<file path="src/rtl/cdt_ctrl_pkg.sv">
// Shared constants for the CDT run/spill control path: default widths and the
// sequencer state encoding.
package cdt_ctrl_pkg;

  localparam int unsigned CNT_W_DEF = 12;
  localparam int unsigned LEN_W_DEF = 24;

  // Sequencer state encoding; IDLE is all-zero so reset lands there directly.
  localparam int unsigned ST_W = 3;
  localparam logic [ST_W-1:0] ST_IDLE  = 3'd0;
  localparam logic [ST_W-1:0] ST_ARM   = 3'd1;
  localparam logic [ST_W-1:0] ST_WAIT  = 3'd2;
  localparam logic [ST_W-1:0] ST_SPILL = 3'd3;
  localparam logic [ST_W-1:0] ST_GAP   = 3'd4;
  localparam logic [ST_W-1:0] ST_DONE  = 3'd5;

  // A new run may only be started when nothing is in flight.
  function automatic logic st_accepts_start(input logic [ST_W-1:0] st);
    return (st == ST_IDLE) || (st == ST_DONE);
  endfunction

endpackage

</file>
<file path="src/rtl/edge_det.sv">
// 1-bit rising-edge detector on a level already synchronous to clk.
module edge_det (
  input  logic clk,
  input  logic rst_n,
  input  logic i_lvl,
  output logic o_rise
);

  logic r_lvl_d;

  // Previous-cycle copy of the level; cleared on reset.
  always_ff @(posedge clk or negedge rst_n) begin
    if (!rst_n) begin
      r_lvl_d <= 1'b0;
    end else begin
      r_lvl_d <= i_lvl;
    end
  end

  assign o_rise = i_lvl & ~r_lvl_d;

endmodule

</file>
<file path="src/rtl/spill_seq_ctrl.sv">
// Run/spill sequencer: arms a run, opens a live window per beam spill, counts
// spills to a latched target, enforces an inter-spill dead gap and an optional
// spill-length timeout. All outputs are registered, so async reset clears them
// immediately.
module spill_seq_ctrl
  import cdt_ctrl_pkg::*;
#(
  parameter int unsigned CNT_W   = CNT_W_DEF,
  parameter int unsigned LEN_W   = LEN_W_DEF,
  parameter int unsigned GAP_CYC = 1000
) (
  input  logic             clk,
  input  logic             system_rst_n,
  input  logic             run_start,
  input  logic             run_stop,
  input  logic [CNT_W-1:0] nspill,
  input  logic [LEN_W-1:0] max_len,
  input  logic             in_start,
  input  logic             in_end,
  output logic             live,
  output logic [CNT_W-1:0] spill_cnt,
  output logic             run_busy,
  output logic             run_done,
  output logic             cnt_clear,
  output logic             timeout_err,
  output logic [LEN_W-1:0] last_len
);

  localparam int unsigned GAP_W = (GAP_CYC > 1) ? $clog2(GAP_CYC) : 1;
  localparam logic [GAP_W-1:0] GAP_LAST = GAP_W'(GAP_CYC - 1);

  logic             w_start_e;
  logic             w_end_e;
  logic [ST_W-1:0]  r_state;
  logic [ST_W-1:0]  w_state_d;
  logic [CNT_W-1:0] r_tgt;
  logic [LEN_W-1:0] r_max;
  logic [CNT_W-1:0] r_cnt;
  logic [LEN_W-1:0] r_len;
  logic [LEN_W-1:0] r_last;
  logic [GAP_W-1:0] r_gap;
  logic             r_terr;
  logic             r_live;
  logic             r_busy;
  logic             r_done;
  logic             r_clr;
  logic             w_latch;
  logic             w_timeout;
  logic             w_spill_take;
  logic             w_gap_last;
  logic [CNT_W-1:0] w_cnt_inc;

  edge_det u_start_edge (
    .clk    (clk),
    .rst_n  (system_rst_n),
    .i_lvl  (in_start),
    .o_rise (w_start_e)
  );

  edge_det u_end_edge (
    .clk    (clk),
    .rst_n  (system_rst_n),
    .i_lvl  (in_end),
    .o_rise (w_end_e)
  );

  // Next-state decode; run_stop beats run_start beats spill end/timeout beats start.
  always_comb begin
    w_state_d    = r_state;
    w_latch      = 1'b0;
    w_cnt_inc    = r_cnt + CNT_W'(1);
    w_gap_last   = (r_gap == GAP_LAST);
    w_timeout    = (r_state == ST_SPILL) && (r_max != '0) && (r_len == r_max);
    // A stop in the exit cycle aborts the spill without counting it.
    w_spill_take = (r_state == ST_SPILL) && (w_end_e || w_timeout) && !run_stop;
    if (run_stop) begin
      w_state_d = ST_IDLE;
    end else if (run_start && st_accepts_start(r_state)) begin
      w_state_d = ST_ARM;
      w_latch   = 1'b1;
    end else begin
      case (r_state)
        ST_ARM:   w_state_d = (r_tgt == '0) ? ST_DONE : ST_WAIT;
        ST_WAIT:  if (w_start_e) w_state_d = ST_SPILL;
        ST_SPILL: if (w_spill_take) w_state_d = (w_cnt_inc == r_tgt) ? ST_DONE : ST_GAP;
        ST_GAP:   if (w_gap_last) w_state_d = ST_WAIT;
        default:  w_state_d = r_state;
      endcase
    end
  end

  // State register and registered status outputs derived from the next state.
  always_ff @(posedge clk or negedge system_rst_n) begin
    if (!system_rst_n) begin
      r_state <= ST_IDLE;
      r_live  <= 1'b0;
      r_busy  <= 1'b0;
      r_done  <= 1'b0;
      r_clr   <= 1'b0;
    end else begin
      r_state <= w_state_d;
      r_live  <= (w_state_d == ST_SPILL);
      r_busy  <= (w_state_d != ST_IDLE);
      r_done  <= (w_state_d == ST_DONE) && (r_state != ST_DONE);
      r_clr   <= (w_state_d == ST_ARM);
    end
  end

  // Run configuration, spill counter, length capture and sticky timeout flag.
  always_ff @(posedge clk or negedge system_rst_n) begin
    if (!system_rst_n) begin
      r_tgt  <= '0;
      r_max  <= '0;
      r_cnt  <= '0;
      r_last <= '0;
      r_terr <= 1'b0;
    end else begin
      if (w_latch) begin
        r_tgt <= nspill;
        r_max <= max_len;
      end
      if ((r_state == ST_ARM) && !run_stop) begin
        r_cnt  <= '0;
        r_terr <= 1'b0;
      end
      if (w_spill_take) begin
        r_cnt  <= w_cnt_inc;
        r_last <= r_len;
        if (w_timeout) r_terr <= 1'b1;
      end
    end
  end

  // Spill length: 1 in the first live cycle, saturating rather than wrapping.
  always_ff @(posedge clk or negedge system_rst_n) begin
    if (!system_rst_n) begin
      r_len <= '0;
    end else if ((r_state == ST_WAIT) && (w_state_d == ST_SPILL)) begin
      r_len <= LEN_W'(1);
    end else if ((r_state == ST_SPILL) && !(&r_len)) begin
      r_len <= r_len + LEN_W'(1);
    end
  end

  // Dead-gap counter: idles at zero outside GAP, counts GAP_CYC cycles inside it.
  always_ff @(posedge clk or negedge system_rst_n) begin
    if (!system_rst_n) begin
      r_gap <= '0;
    end else if (r_state != ST_GAP) begin
      r_gap <= '0;
    end else if (!w_gap_last) begin
      r_gap <= r_gap + GAP_W'(1);
    end
  end

  assign live        = r_live;
  assign spill_cnt   = r_cnt;
  assign run_busy    = r_busy;
  assign run_done    = r_done;
  assign cnt_clear   = r_clr;
  assign timeout_err = r_terr;
  assign last_len    = r_last;

endmodule

</file>
<file path="config.mk">
export PLATFORM = sky130hd
export DESIGN_NAME = spill_seq_ctrl
export DESIGN_NICKNAME = d
export VERILOG_FILES = /design/src/rtl/cdt_ctrl_pkg.sv /design/src/rtl/edge_det.sv /design/src/rtl/spill_seq_ctrl.sv
export SDC_FILE = /design/constraint.sdc
export NUM_CORES = 1
export LEC_CHECK = 0
export ABC_AREA = 1
export BUFFER_PORTS_ARGS = -buffer_cell sky130_fd_sc_hd__buf_2
export CORE_MARGIN = 8
export CORE_UTILIZATION = 52
export DETAILED_ROUTE_END_ITERATION = 7
export PLACE_DENSITY = 0.76
export SLEW_MARGIN = 20
export SYNTH_ARGS = -nofsm -noshare
export SYNTH_HDL_FRONTEND = slang
export SYNTH_HIERARCHICAL = 1
export SYNTH_SLANG_ARGS = --single-unit
</file>
<file path="constraint.sdc">
create_clock -name clk -period 2.15 [get_ports clk]
set_input_delay 0.1075 -clock clk [delete_from_list [all_inputs] [get_ports clk]]
set_output_delay 0.1075 -clock clk [all_outputs]
set_load 0.1 [all_outputs]
</file>
==> results.py <==
metrics = {
    "status": {
        "outcome": "finished with violations",
        "violations": "setup timing",
    },
    "die": {
        "start_util_pct": 53.0,
        "core_mm2": 0.0113,
        "die_w_um": 123,
        "dieArea_mm2": 0.0152,
        "ioPinCount": 83,
        "rows": 39,
        "die_h_um": 123,
    },
    "hold_path": {
        "hold_class": "in2reg",
        "min_from": "run_stop",
    },
    "global_route": {
        "grt_util_met1_pct": 27.0,
        "grt_pass1_wl_um": 26600,
        "busiest_layer": "met2",
        "overflow": 0,
        "grt_max_degree": 74,
        "antenna_found_initial": 0,
        "grtUsageMet2_pct": 38.7,
        "use_met3_pct": 5.43,
        "grt_pass1_vias": 5525,
        "track_usage_pct": 22.5,
    },
    "clock_network": {
        "path_clk_slew_ns": 0.05,
        "root_buffer": "clkbuf_16",
        "clk_latency_ns": 0.42,
        "clock_path_buffers": 2,
        "cts_tree": "built",
        "cts.sinks": 116,
        "cts_buffers": 17,
        "htree_levels": 4,
    },
    "layout": {
        "fillers": 858,
        "drive_gt1_share_pct": 22.6,
        "nets": 1001,
        "syn_to_final_growth_pct": 35.2,
        "n_antenna_cell": 0,
        "multiInputGateArea_mm2": 0.00260,
        "register_area_mm2": 0.00294,
    },
    "worst_setup_path": {
        "r2r_slack_ns": -0.06,
        "r2r_start": "r_state[2]",
        "cp-startpoint": "r_state[2]",
        "endpoint_kind": "flip-flop",
        "worstSetupPathType": "reg2reg",
        "critical_path.startpoint_type": "flip-flop",
        "critPathMaxFanout": 5,
        "cp.arrival_ns": 2.50,
        "required_ns": 2.44,
    },
    "route": {
        "totalWireLength_um": 16300,
        "dr_total_vias": 5621,
        "ant_nets": 0,
        "wl_per_cell_um": 14.7,
        "route.detailed.drc": 0,
        "viasPerCell": 5.05,
        "drtIter0Drc": 518,
        "dr.pass1.iters": 6,
    },
    "sta": {
        "fin_setup_tns_ns": -0.0612,
        "maxSlewViolCount": 0,
        "tightest_slew_ns": 0.553,
        "setup_violations": 1,
        "finalHoldViolCount": 0,
        "post-route-min-period_ns": 2.21,
        "fmax_mhz": 452,
        "rsz0062_at_grt": "yes",
        "relSlewSlack_pct": 63.1,
        "clock_skew_ns": 0.00520,
        "layout_setup_ws_ns": -0.0612,
        "min_period_over_period_pct": 103,
    },
    "placed_design": {
        "place.gp.congestion": 0.875,
        "portBuffers": 82,
        "post-dp-hpwl_um": 11000,
        "dpl_worst_slack_ns": -0.0354,
    },
    "power": {
        "ir_drop_mv": 1.02,
        "power_density_mw_per_mm2": 1090,
        "p_leak_nw": 4.21,
    },
    "synth": {
        "synthArstFlopShare_pct": 100,
        "synth_area_mm2": 0.00600,
        "synth.most_common_cell": "nand2_1",
        "synthTopCellsByCount": "nand2_1 (238), inv_1 (130), dfrtp_1 (116)",
        "synth_top_area_share_pct": 48.4,
        "syn_area_per_cell_um2": 7.61,
        "syn_nets": 833,
        "synth-main-ff-cell": "dfrtp_1",
        "synth_top_area_cell": "dfrtp_1",
        "yosysSeqAreaShare_pct": 48.4,
        "synth_edf_count": 0,
        "netlist_instances": 788,
        "synth_area_leaders": "dfrtp_1 (48%), nand2_1 (15%), inv_1 (8.1%)",
        "ys_warn_count": 6,
        "synth_cell_type_count": 31,
        "ys_ff_latch": 116,
    },
    "job": {
        "drv_cap": 0,
    },
}
[cells by family after synthesis]
logic type      Yosys count  share of synthesized area [%]
buf+inv                 158                           10.3
xor+xnor                 40                           5.84
flops                   116                           48.4
simple gates            394                           28.2
fa+ha+maj                 3                          0.626
compound gates           77                           6.65
[sequential cells by signal (all words and copies together) (netlist names), 3 cells and up]
| signal | cells |
|---|---|
| r_max | 24 |
| r_gap | 10 |
| spill_cnt | 12 |
| r_state | 3 |
| last_len | 24 |
| r_tgt | 12 |
| r_len | 24 |
[report_power, final]
group	internal, mW	switching, mW
Combinational	0.888	1.80
Clock	2.17	0.983
Sequential	2.65	0.338
Total	5.71	3.13
[cells in the final DEF, fill, tap and decap left out, types with 4 or more instances in the layout]
master	instances
nand2_1	231
clkinv_2	5
a21oi_1	6
buf_12	4
nor2_1	52
inv_1	126
o22ai_1	5
xor2_1	19
dlygate4sd3_1	39
xnor2_1	21
dfrtp_2	5
nand2_2	9
buf_2	81
inv_2	9
o21ai_0	62
nand3_1	38
nor3_2	4
nor2_2	7
clkbuf_16	17
dfrtp_1	104
bufinv_16	5
nor3_1	12
buf_4	47
dfrtp_4	7
nor2_4	4
clkbuf_8	4
nand4_1	23
[worst max-delay path, stage by stage, from the launching register on]
cell and delay, ns:
dfrtp_1 0.38, inv_2 0.09, nand2_2 0.07, nor2_4 0.12, nand2_1 0.07, nor2_2 0.14, nand2_1 0.08, nor2_2 0.12
nand3_4 0.13, nand3_1 0.10, nand2_1 0.05, a21oi_1 0.15, nand2_2 0.10, nand2_1 0.16, inv_1 0.10, or2_1 0.22
[path summary, 6_finish.rpt]
kind,endpoint,cells past startpoint
hold / removal,r_state[2],4
hold reg to reg,last_len[2],2
setup reg to reg,run_busy,15
setup / recovery,run_busy,15
min in group asynchronous,spill_cnt[6],2
max in group asynchronous,spill_cnt[0],3
[area by class of cell]
cell class	count	area share, %
tap	143	2.21
multi-input combinational	514	32.0
sequential	116	36.2
timing repair buffer	171	15.1
clock buffer	22	5.97
inverter	136	6.29
clock inverter	10	2.16
[timing repair]
| action | CTS | global route |
|---|---|---|
| hold buffers | 39 | 0 |
| hold endpoints to repair | 77 | 0 |
| setup endpoints to repair | 25 | 41 |
| pin swaps | 4 | 7 |
| setup buffers | 5 | 1 |
| resized for setup | 4 | 20 |
[stage by stage]
step	cells	power (mW)	hold WS [ns]	instance area (µm²)	util (%)
final	1112	8.84	0.0908	8110	71.7
after global routing	1112	9.32	0.116	8110	71.7
after CTS	1111	8.78	0.0729	8040	71.0
after detailed placement	1035	5.54	0.134	6930	61.2
after global placement	1035	5.47	0.127	6930	61.2
after floorplan	788	4.79	-0.188	6060	-
[metal layers]
layer	share of wire (%)	wire length, µm
met2	51	8260
met5	0	0
met1	42	6890
met3	4.9	804
met4	2.1	346
(Power assumes the default switching activity.)
